===== config.mk =====
export PLATFORM = sky130hd
export DESIGN_NAME = pattern_tx_1101_flat
export DESIGN_NICKNAME = d
export VERILOG_FILES = /design/src/rtl/pattern_tx_1101_if.sv /design/src/rtl/pattern_tx_1101.sv /design/src/flat_wrapper.sv
export SDC_FILE = /design/constraint.sdc
export NUM_CORES = 1
export LEC_CHECK = 0
export ABC_AREA = 1
export CORE_UTILIZATION = 45
export DETAILED_ROUTE_END_ITERATION = 10
export PLACE_DENSITY = 0.69
export SLEW_MARGIN = 30
export SYNTH_ARGS = -nofsm -noshare
export SYNTH_HDL_FRONTEND = slang
export SYNTH_SLANG_ARGS = --single-unit

===== constraint.sdc =====
create_clock -name clk -period 1.51 [get_ports clk]
set_input_delay 0.151 -clock clk [delete_from_list [all_inputs] [get_ports clk]]
set_output_delay 0.151 -clock clk [all_outputs]
set_load 0.01 [all_outputs]

===== src/rtl/pattern_tx_1101_if.sv =====
// pattern_tx_1101_if: request/serial-output bundle for the pattern transmitter.
//   start/pattern_in/rep_cnt: transfer request; serial_out/bit_valid: serial stream;
//   busy/done/state: transmitter status.
interface pattern_tx_1101_if #(
  parameter int PAT_WIDTH = 4,
  parameter int CNT_WIDTH = 4
);
  logic                 start;
  logic [PAT_WIDTH-1:0] pattern_in;
  logic [CNT_WIDTH-1:0] rep_cnt;
  logic                 serial_out;
  logic                 bit_valid;
  logic                 busy;
  logic                 done;
  logic [1:0]           state;
  modport master (
    output start, pattern_in, rep_cnt,
    input  serial_out, bit_valid, busy, done, state
  );
  modport slave (
    input  start, pattern_in, rep_cnt,
    output serial_out, bit_valid, busy, done, state
  );
endinterface


===== src/rtl/pattern_tx_1101.sv =====
// pattern_tx_1101: repeats a latched pattern MSB-first on a serial line with optional idle gaps.
//   clk, n_rst (async active-low); tx.start/pattern_in/rep_cnt request a transfer;
//   tx.serial_out/bit_valid carry the stream; tx.busy/done/state report progress.
module pattern_tx_1101 #(
  parameter int PAT_WIDTH = 4,
  parameter int CNT_WIDTH = 4,
  parameter int GAP_LEN   = 0
) (
  input  logic               clk,
  input  logic               n_rst,
  pattern_tx_1101_if.slave   tx
);
  typedef enum logic [1:0] {IDLE, SHIFT, GAP, DONE} state_t;
  localparam int BW = $clog2(PAT_WIDTH);
  localparam int GW = $clog2(GAP_LEN + 2);
  localparam logic [BW-1:0] BIT_TOP = BW'(PAT_WIDTH - 1);
  localparam logic [GW-1:0] GAP_TOP = GW'(GAP_LEN - 1);
  state_t               state_q, state_d;
  logic [PAT_WIDTH-1:0] sr_q, sr_d, pat_q, pat_d;
  logic [BW-1:0]        bit_q, bit_d;
  logic [CNT_WIDTH-1:0] rep_q, rep_d;
  logic [GW-1:0]        gap_q, gap_d;
  always_comb begin
    state_d = state_q;
    sr_d    = sr_q;
    pat_d   = pat_q;
    bit_d   = bit_q;
    rep_d   = rep_q;
    gap_d   = gap_q;
    case (state_q)
      IDLE: if (tx.start && tx.rep_cnt != '0) begin
        state_d = SHIFT;
        pat_d   = tx.pattern_in;
        sr_d    = tx.pattern_in;
        rep_d   = tx.rep_cnt;
        bit_d   = BIT_TOP;
      end
      SHIFT: begin
        sr_d  = sr_q << 1;
        bit_d = bit_q - BW'(1);
        if (bit_q == '0) begin
          rep_d = rep_q - CNT_WIDTH'(1);
          if (rep_q == CNT_WIDTH'(1)) state_d = DONE;
          else if (GAP_LEN > 0) begin
            state_d = GAP;
            gap_d   = GAP_TOP;
          end else begin
            sr_d  = pat_q;
            bit_d = BIT_TOP;
          end
        end
      end
      GAP: if (gap_q == '0) begin
        state_d = SHIFT;
        sr_d    = pat_q;
        bit_d   = BIT_TOP;
      end else gap_d = gap_q - GW'(1);
      default: state_d = IDLE;
    endcase
  end
  always_ff @(posedge clk or negedge n_rst) begin
    if (!n_rst) begin
      state_q <= IDLE;
      sr_q    <= '0;
      pat_q   <= '0;
      bit_q   <= '0;
      rep_q   <= '0;
      gap_q   <= '0;
    end else begin
      state_q <= state_d;
      sr_q    <= sr_d;
      pat_q   <= pat_d;
      bit_q   <= bit_d;
      rep_q   <= rep_d;
      gap_q   <= gap_d;
    end
  end
  assign tx.serial_out = (state_q == SHIFT) && sr_q[PAT_WIDTH-1];
  assign tx.bit_valid  = state_q == SHIFT;
  assign tx.busy       = state_q != IDLE;
  assign tx.done       = state_q == DONE;
  assign tx.state      = state_q;
endmodule


===== src/flat_wrapper.sv =====
// flat-port wrapper written by rule: the top's interface ports become plain ports
module pattern_tx_1101_flat 
#(
  parameter int PAT_WIDTH = 4,
  parameter int CNT_WIDTH = 4,
  parameter int GAP_LEN   = 0
)
  (clk, n_rst, tx_start, tx_pattern_in, tx_rep_cnt, tx_serial_out, tx_bit_valid, tx_busy, tx_done, tx_state);
  pattern_tx_1101_if #(.PAT_WIDTH(PAT_WIDTH), .CNT_WIDTH(CNT_WIDTH)) tx_i ();
  input  logic clk;
  input  logic n_rst;
  input wire logic [$bits(tx_i.start)-1:0] tx_start;
  input wire logic [$bits(tx_i.pattern_in)-1:0] tx_pattern_in;
  input wire logic [$bits(tx_i.rep_cnt)-1:0] tx_rep_cnt;
  output wire logic [$bits(tx_i.serial_out)-1:0] tx_serial_out;
  output wire logic [$bits(tx_i.bit_valid)-1:0] tx_bit_valid;
  output wire logic [$bits(tx_i.busy)-1:0] tx_busy;
  output wire logic [$bits(tx_i.done)-1:0] tx_done;
  output wire logic [$bits(tx_i.state)-1:0] tx_state;
  assign tx_i.start = tx_start;
  assign tx_i.pattern_in = tx_pattern_in;
  assign tx_i.rep_cnt = tx_rep_cnt;
  assign tx_serial_out = tx_i.serial_out;
  assign tx_bit_valid = tx_i.bit_valid;
  assign tx_busy = tx_i.busy;
  assign tx_done = tx_i.done;
  assign tx_state = tx_i.state;
  pattern_tx_1101 #(.PAT_WIDTH(PAT_WIDTH), .CNT_WIDTH(CNT_WIDTH), .GAP_LEN(GAP_LEN)) u_core (.clk(clk), .n_rst(n_rst), .tx(tx_i));
endmodule

==> impl_metrics.json, run 1 <==
{
  "status": "complete, no violations",
  "arrival_ns": 1.29,
  "dp_cells": 197,
  "rows": 17,
  "synth_area_leaders": "dfrtp_1 38%, nand2_1 18%, ha_1 9.5%",
  "max_cap_viol_count": 0,
  "power.total_mw": 3.09,
  "fin_crit_ns": 1.44,
  "syn_to_final_growth_pct": 30.2,
  "grt_max_degree": 17,
  "syn_area_per_cell_um2": 7.15,
  "path_class": "reg2out",
  "cellPowerDensity_nw_per_um2": 2260,
  "yosysTopAreaCell": "dfrtp_1",
  "synth_ff_type": "dfrtp_1",
  "vias": 971,
  "drc_errors": 0,
  "multi_input_comb_area_um2": 581,
  "path_clk_slew_ns": 0.09,
  "netlist_area_um2": 1050,
  "h-tree-depth": 1,
  "track_usage": 0.205,
  "nets": 194,
  "synth-seq-cells": 16,
  "gr-usage-met2": 0.364,
  "yosysSeqAreaShare": 0.381,
  "fillers": 218,
  "tightest_slew_ns": 0.304,
  "synth_cell_types": 18,
  "holdWs_ns": 0.165,
  "use_met3": 0.0273,
  "drt.antenna.violating_nets": 0,
  "fin_skew_ns": 0.00172,
  "crit_path_top_delay_cell": "dfrtp_1",
  "top_usage_layer": "met2",
  "routed_wl_um": 2240,
  "n_antenna_cell": 0,
  "slowest_delay_ns": 0.41,
  "hp-class": "in2async",
  "hold_buffers": 0,
  "end_kind": "primary output",
  "vias_per_cell": 4.81,
  "synth_most_common_cell": "nand2_1",
  "synth_edf_count": 0,
  "hold_viol": 0,
  "grt_setup_unrepaired": "false",
  "async_flop_share": 1.00,
  "fmax_mhz": 694,
  "instances_no_fill": 202,
  "tritoncts": "yes",
  "io-pin-count": 17,
  "die-area_um2": 2530,
  "yosys.area.top_type_share": 0.381,
  "rr_startpoint": "u_core.tx.state[0]",
  "numCtsBuffers": 3,
  "tns_ns": 0,
  "regArea_um2": 400,
  "drive_above_1_share": 0.207,
  "synthCells": 147,
  "overflow": 0,
  "antenna_found_initial": 0,
  "crit_fanout": 5,
  "fp.dieW_um": 50.3,
  "fin_crit_sh": 0.955,
  "clock-root-buffer": "clkbuf_4",
  "design_area_um2": 1370,
  "dp_hpwl_um": 1740,
  "critPathLaunchType": "flip-flop",
  "crit_path_cell_trace": "buf_6 -> ha_4 -> dlygate4sd2_1",
  "cts_buffer_depth": 2,
  "grt_pass1_vias": 963,
  "p_leak_nw": 0.740,
  "slew_violations": 0,
  "setup_violations": 0,
  "gp_congestion": 0.801,
  "reg2reg_depth": 10,
  "yosys-top-cells-count": "49 x nand2_1, 20 x inv_1, 16 x dfrtp_1",
  "required_ns": 1.36,
  "dieHeight_um": 50.3,
  "crit_start": "u_core.tx.state[0]",
  "clock_latency_ns": 0.29,
  "drt_iter0_drc": 12,
  "grt_pass1_wl_um": 3910,
  "peakVddDrop_v": 0.00126,
  "wl_per_cell_um": 11.1,
  "io_buffers": 16,
  "fp.coreArea_um2": 2210,
  "numClockSinks": 16,
  "initial_core_util": 0.475,
  "synth_fp_nets": 166,
  "dr.pass1.iters": 4,
  "met1_usage": 0.251,
  "yosys_warnings": 0,
  "timing.slew.headroom": 0.797,
  "dpl_cell_area_um2": 1290
}
## cell families (layout without fill, tap and decap cells)
| group | count (synthesis) | in the layout | share of synthesized area |
|---|---|---|---|
| DFF | 16 | 16 | 0.381 |
| buffers and inverters | 24 | 51 | 0.0893 |
| adders and majority gates | 8 | 8 | 0.0952 |
| AOI/OAI and AO/OA | 18 | 18 | 0.100 |
| and+or+nand+nor | 81 | 81 | 0.335 |
## state kept, by name (all words and copies together), names as in the netlist
name and flops:
u_core.pat_q 4, u_core.rep_q 4, u_core.sr_q 4, u_core.bit_q 2
u_core.tx.state 2
## timing repair
item	in CTS	in global routing
cloned	0	0
resized for setup	8	13
buffers inserted	1	0
setup endpoints to repair	4	10
hold endpoints to repair	0	0
pin swaps	0	3
## metrics by stage
stage / setup WS, ns / util
floorplan: 0.0734 / -
global placement: 0.0627 / 0.585
detailed placement: 0.0127 / 0.585
CTS: 0.0202 / 0.609
global route: 0.0131 / 0.619
finish: 0.0681 / 0.619
## final cells by class
| cell class | count | share of cell area |
|---|---|---|
| well taps | 28 | 0.0256 |
| clock buffers | 4 | 0.0265 |
| inverters | 23 | 0.0667 |
| flip-flops and latches | 16 | 0.293 |
| repair buffers | 24 | 0.165 |
| multi-input cells | 107 | 0.424 |
## metal layers
| metal | wire length [µm] | vias up |
|---|---|---|
| met4 | 34 | 0 |
| met3 | 53 | 4 |
| met1 | 989 | 445 |
| met5 | 0 | - |
| li1 | - | 506 |
| met2 | 1160 | 16 |
## worst max-delay path, delay by kind of cell (launching register included)
kind | cells | cell delay, ns
DFF | 1 | 0.41
adders and majority gates | 1 | 0.17
buffers and inverters | 2 | 0.42
## worst paths after layout
kind / end / slack (ns)
setup / recovery: tx_bit_valid / 0.07
hold / removal: u_core.rep_q[1] / 0.16
setup reg to reg: u_core.rep_q[0] / 0.08
hold reg to reg: u_core.sr_q[1] / 0.49
max in group asynchronous: u_core.rep_q[3] / 1.16
min in group clk: u_core.pat_q[0] / 0.43
## layout by cell type, fill, tap and decap left out, types with 2 or more instances in the layout
cell / count
o21ai_1: 3
nor2_1: 10
ha_1: 7
nor2_2: 3
buf_4: 6
nand2_2: 6
inv_1: 19
nand3_1: 10
nand2_1: 48
a21oi_1: 3
clkbuf_4: 3
clkdlybuf4s50_1: 10
clkbuf_2: 2
o21ai_2: 4
inv_4: 2
inv_2: 2
dlymetal6s2s_1: 2
dfrtp_1: 16
o21ai_0: 7
## report_power, final
part,internal [mW],leakage (nW),switching [mW],total (mW)
Sequential,0.650,0.194,0.126,0.776
Clock,0.147,0.0210,0.141,0.288
Combinational,0.840,0.525,1.18,2.02
(Power assumes the default switching activity.)
==> inputs of run 2 (changes only) <==
TNS_END_PERCENT = 50   (was unset)
==> run 2 against run 1 <==
  * Register-to-register slack about the same
  * Via count increased by 0.82%
  * First-iteration DRC count increased by 17%
  * Highest routed layer unchanged
  * Count of clock-buffer cells in the layout unchanged
  * Maximum frequency about the same
  * Non-clock buffer count unchanged
  * Global-route usage unchanged
  * Combinational power about the same
  * Core utilization decreased by 0.51 points
  * Sequential power about the same
  * Clock skew about the same
  * Hold slack about the same
  * Critical endpoint is now tx_done
==> impl_metrics.json, run 2 (synthesized netlist as in run 1, its figures left out) <==
{
  "status": "complete, no violations",
  "hold_viol": 0,
  "fp.coreArea_um2": 2210,
  "r2r_setup_slack_ns": 0.09,
  "grt_max_degree": 17,
  "initial_core_util": 0.475,
  "hp-class": "in2async",
  "cellPowerDensity_nw_per_um2": 2250,
  "max_cap_viol_count": 0,
  "tightest_slew_ns": 0.262,
  "syn_to_final_growth_pct": 29.2,
  "numCtsBuffers": 3,
  "drt.antenna.violating_nets": 0,
  "vias": 979,
  "h-tree-depth": 1,
  "track_usage": 0.205,
  "fmax_mhz": 694,
  "grt_pass1_wl_um": 3910,
  "peakVddDrop_v": 0.00124,
  "slew_violations": 0,
  "grt_setup_unrepaired": "false",
  "antenna_found_initial": 0,
  "arrival_ns": 1.29,
  "gp_congestion": 0.801,
  "p_leak_nw": 0.737,
  "instances_no_fill": 202,
  "critPathLaunchType": "flip-flop",
  "reg2reg_depth": 9,
  "timing.rr.end": "u_core.tx.state[1]",
  "setup_violations": 0,
  "rr_startpoint": "u_core.tx.state[0]",
  "dp_hpwl_um": 1740,
  "tritoncts": "yes",
  "wl_per_cell_um": 11.2,
  "numClockSinks": 16,
  "timing.slew.headroom": 0.825,
  "dr.pass1.iters": 4,
  "required_ns": 1.36,
  "vias_per_cell": 4.85,
  "crit_fanout": 4,
  "final_cell_mix": "48 x nand2_1, 19 x inv_1, 16 x dfrtp_1",
  "path_class": "reg2out",
  "drive_above_1_share": 0.207,
  "cts_buffer_depth": 2,
  "drt_iter0_drc": 14,
  "nets": 194,
  "fin_crit_sh": 0.955,
  "holdWs_ns": 0.165,
  "io-pin-count": 17,
  "io_buffers": 16,
  "clock_latency_ns": 0.29,
  "clock-root-buffer": "clkbuf_4",
  "rows": 17,
  "drc_errors": 0,
  "fin_skew_ns": 0.00168,
  "dieHeight_um": 50.3,
  "n_antenna_cell": 0,
  "fp.dieW_um": 50.3,
  "die-area_um2": 2530,
  "fin_crit_ns": 1.44,
  "top_regs": "u_core.pat_q x4, u_core.rep_q x4, u_core.sr_q x4",
  "overflow": 0,
  "hold_buffers": 0,
  "grt_pass1_vias": 963,
  "dp_cells": 197,
  "path_clk_slew_ns": 0.09,
  "end_kind": "primary output",
  "routed_wl_um": 2260,
  "layout_commonest_cell": "nand2_1",
  "tns_ns": 0
}
==> run 2: cell types whose count changed in the layout (fill, tap and decap cells not counted) <==
cell    delta
inv_2      +1
nor2_2     +1
buf_8      -1
buf_6      +1
nor2_4     -1
inv_4      -1
==> run 2: worst max-delay path by stage <==
stage / from / slack, ns / to / cells past startpoint
after global routing: u_core.tx.state[0] / 0.00008 / u_core.tx.state[0] / 9
final: u_core.tx.state[0] / 0.07 / tx_done / 3
after CTS: u_core.tx.state[0] / -0.01 / tx_serial_out / 5
after detailed placement: u_core.tx.state[1] / 0.01 / u_core.rep_q[3] / 10
after floorplan: u_core.tx.state[1] / 0.07 / u_core.rep_q[3] / 9
after global placement: u_core.tx.state[1] / 0.06 / tx_serial_out / 5
==> run 2: what timing repair did <==
item | in CTS | in global routing
endpoints found under the setup margin | 4 | 10
resized for setup | 7 | 11
buffers inserted | 1 | 0
pin swaps | 0 | 1
gates cloned | 0 | 0
==> run 2: per-layer routing <==
metal  vias to the layer above  GRT usage  share of wire
li1                        507          -              -
met1                       451      0.251           0.45
met2                        17      0.364           0.51
met3                         4     0.0273          0.025
met4                         0     0.0694          0.015
met5                         -          0              0
==> run 2: per-stage QoR <==
stage	util	power, mW	cell area, µm²	worst slack [ns]
floorplan	-	2.10	1050	0.0734
global placement	0.585	2.67	1290	0.0627
detailed placement	0.585	2.72	1290	0.0127
CTS	0.608	3.03	1350	-0.0124
global route	0.614	3.37	1360	0.0000794
finish	0.614	3.05	1360	0.0683
==> run 2: cell type report <==
type / instances / area [µm²]
repair buffers: 24 / 221
fillers: 220 / 855
well taps: 28 / 35.0
clock buffers: 4 / 36.3
inverters: 23 / 88.8
multi-input cells: 107 / 576
flip-flops and latches: 16 / 400
==> run 2: report_power, final <==
part	switching, mW	internal (mW)	total [mW]
Sequential	0.127	0.650	0.778
Clock	0.142	0.147	0.289
Combinational	1.17	0.820	1.99
Total	1.43	1.62	3.05
==> run 2: worst max-delay path, cell delays in order (launching register included) <==
cell and delay [ns]:
dfrtp_1 0.41, buf_4 0.15, ha_1 0.20, clkdlybuf4s15_1 0.23
